`src/rtl/chime_driver.sv`:
```
// Turns rising edges of the hourly-chime and alarm levels into timed
// square-wave beep sequences on a piezo pin; alarm preempts the chime.
module chime_driver #(
  parameter int unsigned BEEP_CYC     = 25000000,
  parameter int unsigned GAP_CYC      = 25000000,
  parameter int unsigned HP_HOURLY    = 62500,
  parameter int unsigned HP_ALARM     = 31250,
  parameter int unsigned HOURLY_BEEPS = 3,
  parameter int unsigned ALARM_BEEPS  = 10
) (
  input  logic       clk,
  input  logic       clr,
  input  logic       hourly_req,
  input  logic       alarm_req,
  input  logic       stop,
  input  logic       mute,
  output logic       buzzer,
  output logic       busy,
  output logic       src_alarm,
  output logic [3:0] beep_idx,
  output logic       done
);

  typedef enum logic [1:0] {IDLE, BEEP, GAP} state_t;

  state_t      state;
  logic        buzzer_raw;
  logic        hourly_d;
  logic        alarm_d;
  logic [31:0] tone_cnt;
  logic [31:0] dur_cnt;

  logic        hr_edge;
  logic        al_edge;
  logic [31:0] hp_sel;
  logic [3:0]  last_idx;

  assign hr_edge  = hourly_req & ~hourly_d;
  assign al_edge  = alarm_req & ~alarm_d;
  assign hp_sel   = src_alarm ? HP_ALARM : HP_HOURLY;
  assign last_idx = src_alarm ? 4'(ALARM_BEEPS - 1) : 4'(HOURLY_BEEPS - 1);

  // buzzer is updated alongside buzzer_raw so mute adds no latency
  always_ff @(posedge clk) begin
    if (clr) begin
      state      <= IDLE;
      buzzer_raw <= 1'b0;
      buzzer     <= 1'b0;
      busy       <= 1'b0;
      src_alarm  <= 1'b0;
      done       <= 1'b0;
      beep_idx   <= 4'd0;
      tone_cnt   <= 32'd0;
      dur_cnt    <= 32'd0;
      hourly_d   <= 1'b1;
      alarm_d    <= 1'b1;
    end else begin
      hourly_d <= hourly_req;
      alarm_d  <= alarm_req;
      done     <= 1'b0;
      buzzer   <= buzzer_raw & ~mute;
      if (stop) begin
        state      <= IDLE;
        busy       <= 1'b0;
        buzzer_raw <= 1'b0;
        buzzer     <= 1'b0;
        tone_cnt   <= 32'd0;
        dur_cnt    <= 32'd0;
        beep_idx   <= 4'd0;
      end else if (al_edge || (hr_edge && state == IDLE)) begin
        state      <= BEEP;
        busy       <= 1'b1;
        buzzer_raw <= 1'b1;
        buzzer     <= ~mute;
        tone_cnt   <= 32'd0;
        dur_cnt    <= 32'd0;
        beep_idx   <= 4'd0;
        src_alarm  <= al_edge;
      end else begin
        case (state)
          BEEP: begin
            if (dur_cnt == BEEP_CYC - 1) begin
              state      <= GAP;
              buzzer_raw <= 1'b0;
              buzzer     <= 1'b0;
              dur_cnt    <= 32'd0;
            end else begin
              dur_cnt <= dur_cnt + 32'd1;
              if (tone_cnt == hp_sel - 1) begin
                tone_cnt   <= 32'd0;
                buzzer_raw <= ~buzzer_raw;
                buzzer     <= ~buzzer_raw & ~mute;
              end else begin
                tone_cnt <= tone_cnt + 32'd1;
              end
            end
          end
          GAP: begin
            if (dur_cnt == GAP_CYC - 1) begin
              dur_cnt <= 32'd0;
              if (beep_idx == last_idx) begin
                state <= IDLE;
                busy  <= 1'b0;
                done  <= 1'b1;
              end else begin
                state      <= BEEP;
                beep_idx   <= beep_idx + 4'd1;
                buzzer_raw <= 1'b1;
                buzzer     <= ~mute;
                tone_cnt   <= 32'd0;
              end
            end else begin
              dur_cnt <= dur_cnt + 32'd1;
            end
          end
          default: ;
        endcase
      end
    end
  end

endmodule

```
`config.mk`:
```
export PLATFORM = sky130hd
export DESIGN_NAME = chime_driver
export DESIGN_NICKNAME = d
export VERILOG_FILES = /design/src/rtl/chime_driver.sv
export SDC_FILE = /design/constraint.sdc
export NUM_CORES = 1
export LEC_CHECK = 0
export BUFFER_PORTS_ARGS = -buffer_cell sky130_fd_sc_hd__buf_2
export CAP_MARGIN = 30
export CORE_AREA = 2 2 90 92
export CTS_CLUSTER_DIAMETER = 40
export CTS_CLUSTER_SIZE = 30
export DETAILED_ROUTE_END_ITERATION = 16
export DIE_AREA = 0 0 92 94
export PLACE_DENSITY_LB_ADDON = 0.3
export SLEW_MARGIN = 20
export SYNTH_ARGS = -nofsm -noshare
export SYNTH_HDL_FRONTEND = slang
export SYNTH_SLANG_ARGS = --single-unit
```
`constraint.sdc`:
```
create_clock -name clk -period 2.8 [get_ports clk]
set_clock_uncertainty 0.15 [all_clocks]
set_input_delay 0.14 -clock clk [delete_from_list [all_inputs] [get_ports clk]]
set_output_delay 0.14 -clock clk [all_outputs]
set_load 0.02 [all_outputs]
```
# == Yosys cells after proc, flatten, opt, wreduce, memory -nomap -nowiden ==
# Cells that the tools add are included.
# op_classes
addsub,4
n_eq_ne,13
n_mux,30
bitwise,12
reduce_logical,19
# ops
cell,count
32-bit two-way mux,5
"32-bit by 1-bit adder with 32-bit output, second input constant",2
32-bit one-hot mux with 2 select lines,1
"32-bit by 25-bit == test with 1-bit output, second input constant",1
32-bit == test,1
1-bit two-way mux,17
"16-bit by 1-bit subtractor with 17-bit output, second input constant",1
16-bit two-way mux,1
3-bit AND reduction,4
"3-bit != test, second input constant",3
"2-bit != test, second input constant",4
1-bit inverter,8
4-bit AND reduction,2
2-bit nonzero test,4
5-bit OR reduction,1
"4-bit by 1-bit adder with 4-bit output, second input constant",1
1-bit AND,4
4-bit == test,1
2-bit two-way mux,2
4-bit two-way mux,1
"4-bit != test, second input constant",1
1-bit one-hot mux with 2 select lines,2
2-bit one-hot mux with 2 select lines,1
2-bit OR reduction,2
8 further kinds,8
# word_totals
reg_bits,77
input_bits,6
out_inout_bits,8
wordCells,90

# == Depth between registers and ports, before layout ==
# Gate-level depths: netlist of the first run.
# logic_depth
depth_word,7
ltp_mapped,9
depth_no_buf,8

# == Worst setup path after synthesis of the first run ==
# Ideal clock, no wire load.
# synth_path
path_type,flip-flop to flip-flop
start,reg dur_cnt[0]
end,reg tone_cnt[19]
setup_time_ns,0.126
arrival_ns,2.047
t_required_ns,2.524
slack_ns,0.477
stages_incl_launch_ff,10
path_buffers,2
period_less_slack_ns,2.323
cell_sequence,dfxtp_1 -> ha_1 -> and2_1 -> clkbuf_1 -> nand2_1 -> nor4_4 -> a2bb2oi_4 -> buf_6 -> a32oi_1 -> o41ai_1
# synth_via
elab_chain_len,3
elab_cells_between_ends,4
cone_classes,3 x eq/ne; 1 x reduce/logical
# synth_lines
item,line,text
start: declaration,31,logic [31:0] dur_cnt;
start signal: assignment,88,dur_cnt <= dur_cnt + 32'd1;
start signal: assignment,113,dur_cnt <= dur_cnt + 32'd1;
32-bit by 25-bit == test with 1-bit output *,"82, 99",
2-bit != test (no source line),n/a,
4-bit AND reduction (no source line) *,n/a,
end signal: assignment,94,tone_cnt <= tone_cnt + 32'd1;
end: declaration,30,logic [31:0] tone_cnt;
# Mark *: on every way between the ends. The rest lies on a longest branch, timed or not.
# A chain may end at the register's enable or synchronous reset.

# == Worst setup path in the final report of the first run ==
# layout_path
start,reg tone_cnt[1]
end,reg tone_cnt[16]
# layout_via
elab_chain_len,4
elab_cells_between_ends,5
cone_classes,1 x add/sub; 1 x eq/ne; 3 x mux
# layout_lines
item,line,text
32-bit by 1-bit adder with 32-bit output or 32-bit == test (tied branches),"94, 89",
32-bit two-way mux *,89,if (tone_cnt == hp_sel - 1) begin
32-bit two-way mux *,82,if (dur_cnt == BEEP_CYC - 1) begin
32-bit one-hot mux with 2 select lines *,80,case (state)
# Mark *: on every way between the ends. The rest lies on a longest branch, timed or not. The select of a mux whose other input is x is not followed.

==> flow_metrics.py, run 1 <==
metrics = {
    "clock_tree": {
        "cts_made_buffers": 9,
        "cts.sinks": 77,
        "insertion_delay_ps": 350,
        "clk_pin_slew_worst_paths_ps": 80,
        "htree_levels": 3,
        "clockBufferDepth": 2,
        "cts_tree": "yes",
        "ctsRootBufferMaster": "clkbuf_8",
    },
    "placement": {
        "hpwl_mm": 6.62,
        "place_congestion": 0.899,
        "dp.cells": 595,
        "port_buffers": 13,
    },
    "power": {
        "total_power_uw": 2120,
        "pwr_density_cell_nw_per_um2": 460,
        "max-vdd-ir-drop_uv": 259,
        "p_leak_uw": 0.00156,
    },
    "worst_hold_path": {
        "hp-class": "flop to flop",
    },
    "layout": {
        "fin_cells": 621,
        "fill_cells": 651,
        "nNetsFinal": 526,
        "synthToLayoutAreaGrowth_pct": 12.2,
        "num_antenna_cells": 0,
        "drive_gt1_share_pct": 12.7,
    },
    "status": {
        "status": "finished, final reports clean",
    },
    "setup_path": {
        "critPathSlowestCell": "or3_1",
        "slowest_delay_ps": 460,
        "path_class": "flop to flop",
        "end_kind": "flop",
        "critPathLaunchType": "flop",
        "cp.arrival_ps": 2660,
        "crit_chain": "ha_1 -> nand3_1 -> or3_1 -> nor3_1 -> nand3_1 -> or4_1 -> a31oi_1",
        "required_ps": 2930,
        "cp_common_cell": "nand3_1",
        "worst-path-max-fanout": 6,
    },
    "timing": {
        "relSlewSlack_pct": 55.2,
        "finalCritPeriodShare_pct": 90.6,
        "rsz0062_at_grt": "false",
        "worstMarginPinSlew_ps": 666,
        "setup_viol": 0,
        "hold_viol": 0,
        "setup_tns_ps": 0,
        "fin_crit_ps": 2540,
        "drv_slew": 0,
        "fmax_mhz": 394,
    },
    "die": {
        "die_h_um": 94,
        "top_level_ports": 14,
        "die_w_um": 92,
        "start_util_pct": 54.0,
        "die-area_um2": 8650,
        "row_count": 32,
        "coreArea_um2": 7610,
    },
    "yosys": {
        "avgSynthCellArea_um2": 8.43,
        "yosys_warnings": 0,
        "syn_inst": 487,
        "synthTopCellsByArea": "dfxtp_1 (38%), a31oi_1 (5.6%), xor2_1 (4.9%)",
        "synth_edf_count": 0,
        "ys_types": 61,
        "syn_area_um2": 4110,
        "synth_flop_cell": "dfxtp_1",
        "yosysTopAreaCell": "dfxtp_1",
        "synth-seq-cells": 77,
        "netlist.area_leader.share_pct": 37.5,
        "ys_seq_area_share_pct": 37.5,
        "synthArstFlopShare_pct": 0,
        "syn-num-nets": 499,
    },
    "flow_run": {
        "drv_cap": 0,
    },
    "route": {
        "drt_pass1_iterations": 5,
        "drt.antenna.violating_nets": 0,
        "routedWlPerCell_um": 15.5,
        "route.detailed.drc": 0,
        "drt_iter0_drc": 182,
        "num_vias": 3797,
        "routed_wl_mm": 9.60,
        "via_per_inst": 6.11,
    },
    "global_route": {
        "grt_first_pass_wirelength_mm": 16.4,
        "antenna_found_initial": 0,
        "grt.overflow.total": 0,
        "grt_max_degree": 33,
        "grt_pass1_vias": 3510,
        "grt.total_usage_pct": 23.4,
    },
}
-- worst max-delay path, delay by kind of cell (launching register included) --
| kind | cells | cell delay (ps) |
|---|---|---|
| AO/OA/AOI/OAI | 1 | 170 |
| AND/OR/NAND/NOR | 5 | 1470 |
| adder cells (fa/ha/maj) | 1 | 240 |
| flip-flops | 1 | 440 |
-- sequential cells by signal (all words and copies together) (netlist names) --
name        count
hourly_d        1
alarm_d         1
done            1
busy            1
beep_idx        4
buzzer          1
src_alarm       1
state           2
dur_cnt        32
tone_cnt       32
buzzer_raw      1
-- cell families after synthesis --
group | after synthesis | synth area share (%)
flops | 77 | 37.5
buf+inv | 31 | 3.38
compound gates | 86 | 13.9
simple gates | 251 | 35.5
fa+ha+maj | 6 | 1.83
mux | 5 | 1.22
xor+xnor | 31 | 6.61
-- final timing paths --
path	from	to	slack [ps]	cells after the start
worst max-delay path	tone_cnt[1]$_SDFFE_PP0P_	tone_cnt[16]$_SDFFE_PP0P_	260	7
worst min-delay path	dur_cnt[14]$_SDFFE_PP0N_	dur_cnt[14]$_SDFFE_PP0N_	350	2
worst max register to register	tone_cnt[1]$_SDFFE_PP0P_	tone_cnt[16]$_SDFFE_PP0P_	260	7
worst min register to register	dur_cnt[14]$_SDFFE_PP0N_	dur_cnt[14]$_SDFFE_PP0N_	350	2
-- cells in the final DEF (no fill, tap or decap), types with 3 or more instances in the layout --
cell and n:
a21oi_1 15, a31oi_1 37, a32oi_1 3, and2_1 3, and3_1 13, and4_1 7
buf_2 13, buf_4 18, clkbuf_8 9, clkinvlp_4 3, dfxtp_1 77, dlygate4sd3_1 6
ha_1 6, inv_1 10, mux2i_1 5, nand2_1 47, nand2b_1 9, nand3_1 32
nand3b_1 3, nand4_1 15, nor2_1 50, nor3_1 17, nor4_1 10, nor4_4 4
nor4b_1 3, o21ai_0 10, o31a_1 3, or2_2 4, or3_1 13, xnor2_1 8
xor2_1 23
-- Yosys cell counts, types with 13 or more instances --
| cell type | n |
|---|---|
| a21oi_1 | 15 |
| a31oi_1 | 37 |
| and3_1 | 13 |
| clkbuf_1 | 13 |
| dfxtp_1 | 77 |
| nand2_1 | 47 |
| nand3_1 | 32 |
| nand4_1 | 15 |
| nor2_1 | 50 |
| nor3_1 | 17 |
| or3_1 | 13 |
| xor2_1 | 23 |
-- layer usage --
layer | track usage (%) | share of wire [%] | vias to the layer above | wire (um)
li1 | - | - | 1857 | -
met4 | 9.08 | 1.2 | 0 | 115
met3 | 4.25 | 6.0 | 13 | 576
met5 | 0 | 0 | - | 0
met2 | 37.6 | 47 | 127 | 4500
met1 | 31.3 | 46 | 1800 | 4410
-- report_power, final --
group	internal [uW]	switching [uW]
sequential	1100	3.77
clock	500	414
combinational	36.4	66.7
total	1640	484
-- layout make-up --
cell class              count  area (um2)  share of cell area, %
multi-input cells         379        2420                   52.6
flip-flops and latches     77        1540                   33.5
repair buffers             37         260                   5.65
clock buffers              10         128                   2.77
well taps                 102         128                   2.77
clock inverters             6        87.6                   1.90
inverters                  10        37.5                  0.815
-- per-stage QoR --
step,setup WS [ps],area [um2],hold slack [ps],util (%)
CTS,222,4580,335,60.2
global route,7.19,4610,352,60.6
detailed placement,255,4300,167,56.5
global placement,287,4290,174,56.4
finish,262,4610,345,60.6
floorplan,477,4110,59.1,-
-- timing repair --
item | in CTS | in global routing
hold buffers | 6 | 0
setup buffers | 0 | 4
gates resized for setup | 0 | 0
setup endpoints to repair | 0 | 1
endpoints found under the hold margin | 7 | 0
Power figures use the tool's default switching activity.
==> run 2, diff against run 1 <==
--- a/config.mk
+++ b/config.mk
@@ -12,7 +12,7 @@
 export CTS_CLUSTER_SIZE = 30
 export DETAILED_ROUTE_END_ITERATION = 16
 export DIE_AREA = 0 0 92 94
-export PLACE_DENSITY_LB_ADDON = 0.3
+export PLACE_DENSITY = 0.69
 export SLEW_MARGIN = 20
 export SYNTH_ARGS = -nofsm -noshare
 export SYNTH_HDL_FRONTEND = slang
==> constraint.sdc (replaced) <==
create_clock -name clk -period 2.8 [get_ports clk]
set_clock_uncertainty 0.15 [all_clocks]
set_input_delay 0.42 -clock clk [delete_from_list [all_inputs] [get_ports clk]]
set_output_delay 0.42 -clock clk [all_outputs]
set_load 0.02 [all_outputs]
==> flow_metrics.py, run 2 (synthesis gave the netlist of run 1 again) <==
metrics = {
    "status": {
        "status": "finished, final reports clean",
    },
    "setup_path": {
        "end_kind": "flop",
        "required_ps": 2950,
        "path_class": "flop to flop",
        "cp_common_cell": "nand3_1",
        "cp_top_family": "simple AND/OR/NAND/NOR gates",
        "worstReg2RegStart": "tone_cnt[1]$_SDFFE_PP0P_",
        "cp.arrival_ps": 2650,
        "slowest_delay_ps": 440,
        "critPathSlowestCell": "or3_1",
        "worst-path-max-fanout": 6,
        "crit_chain": "ha_1 -> nand3_1 -> or3_1 -> nor3_1 -> nand3_1 -> or4_1 -> a31oi_1",
        "crit_path_start": "tone_cnt[1]$_SDFFE_PP0P_",
        "critPathBufInv": 0,
        "critPathLaunchType": "flop",
    },
    "layout": {
        "synthToLayoutAreaGrowth_pct": 10.3,
        "final_common_cell": "dfxtp_1",
        "largest_registers": "dur_cnt: 32 flops, tone_cnt: 32 flops, beep_idx: 4 flops",
        "layout_common_cells": "dfxtp_1 (77), nor2_1 (50), nand2_1 (47), a31oi_1 (37), nand3_1 (32)",
        "num_antenna_cells": 0,
        "fin_cells": 615,
        "drive_gt1_share_pct": 12.9,
        "fill_cells": 692,
        "nNetsFinal": 520,
    },
    "clock_tree": {
        "htree_levels": 3,
        "clockBufferDepth": 2,
        "cts_tree": "yes",
        "cts.sinks": 77,
        "hold_buffers": 0,
        "cts_resized": 0,
        "clk_pin_slew_worst_paths_ps": 90,
        "cts_made_buffers": 9,
        "insertion_delay_ps": 370,
        "postCtsSetupBuffers": 0,
        "ctsRootBufferMaster": "clkbuf_8",
    },
    "placement": {
        "hpwl_mm": 6.66,
        "place_congestion": 0.847,
        "post-place-ws_ps": 249,
        "port_buffers": 13,
        "dp.cells": 597,
    },
    "power": {
        "total_power_uw": 1990,
        "pwr_density_cell_nw_per_um2": 439,
        "p_leak_uw": 0.00152,
        "max-vdd-ir-drop_uv": 316,
    },
    "die": {
        "die_w_um": 92,
        "die-area_um2": 8650,
        "die_h_um": 94,
        "top_level_ports": 14,
        "start_util_pct": 54.0,
        "coreArea_um2": 7610,
        "row_count": 32,
    },
    "timing": {
        "drv_slew": 0,
        "finalCritPeriodShare_pct": 89.4,
        "rsz0062_at_grt": "false",
        "hold_viol": 0,
        "fin_ws_ps": 296,
        "fmax_mhz": 399,
        "setup_viol": 0,
        "setup_tns_ps": 0,
        "fin_crit_ps": 2500,
        "relSlewSlack_pct": 49.2,
        "worstMarginPinSlew_ps": 759,
    },
    "global_route": {
        "grt.overflow.total": 0,
        "grt_first_pass_wirelength_mm": 16.6,
        "antenna_found_initial": 0,
        "grt_pass1_vias": 3530,
        "grt.total_usage_pct": 23.8,
        "grt_max_degree": 33,
    },
    "route": {
        "num_vias": 3726,
        "drt_iter0_drc": 201,
        "drt_pass1_iterations": 5,
        "via_per_inst": 6.06,
        "routedWlPerCell_um": 15.6,
        "routed_wl_mm": 9.61,
        "route.detailed.drc": 0,
        "drt.antenna.violating_nets": 0,
    },
    "worst_hold_path": {
        "hold_start": "mute",
        "hp-class": "input port to flop",
    },
    "flow_run": {
        "drv_cap": 0,
    },
}
-- run 2: path summary, 6_finish.rpt --
| path | end | slack, ps | cells past startpoint |
|---|---|---|---|
| worst max-delay path | tone_cnt[16]$_SDFFE_PP0P_ | 300 | 7 |
| worst max register to register | tone_cnt[16]$_SDFFE_PP0P_ | 300 | 7 |
| worst min register to register | state[0]$_SDFFE_PP0P_ | 340 | 2 |
| worst min-delay path | buzzer$_SDFF_PP0_ | 70 | 2 |
-- run 2: metrics by stage --
step                      hold slack [ps]  instance area (um2)  utilization [%]
after floorplan                       301                 4110                -
after global placement                316                 4320             56.7
after detailed placement              329                 4320             56.8
after CTS                            62.4                 4500             59.1
after global routing                 53.0                 4530             59.5
final                                74.0                 4530             59.5
-- run 2: report_power, final --
part | internal (uW) | switching (uW) | leakage (uW)
combinational | 32.9 | 65.7 | 0.000818
clock | 330 | 457 | 0.0000844
sequential | 1100 | 4.38 | 0.000621
-- run 2: cell type report --
type / instances / area, um2 / area share [%]
multi-input cells: 379 / 2430 / 53.7
clock buffers: 10 / 128 / 2.82
flip-flops and latches: 77 / 1540 / 34.1
well taps: 102 / 128 / 2.82
repair buffers: 31 / 213 / 4.70
inverters: 10 / 37.5 / 0.829
clock inverters: 6 / 48.8 / 1.08
-- run 2: layer usage --
metal,wire (um),track usage [%]
met4,165,8.71
met3,497,5.38
met1,4550,31.2
met2,4400,38.4
met5,0,0
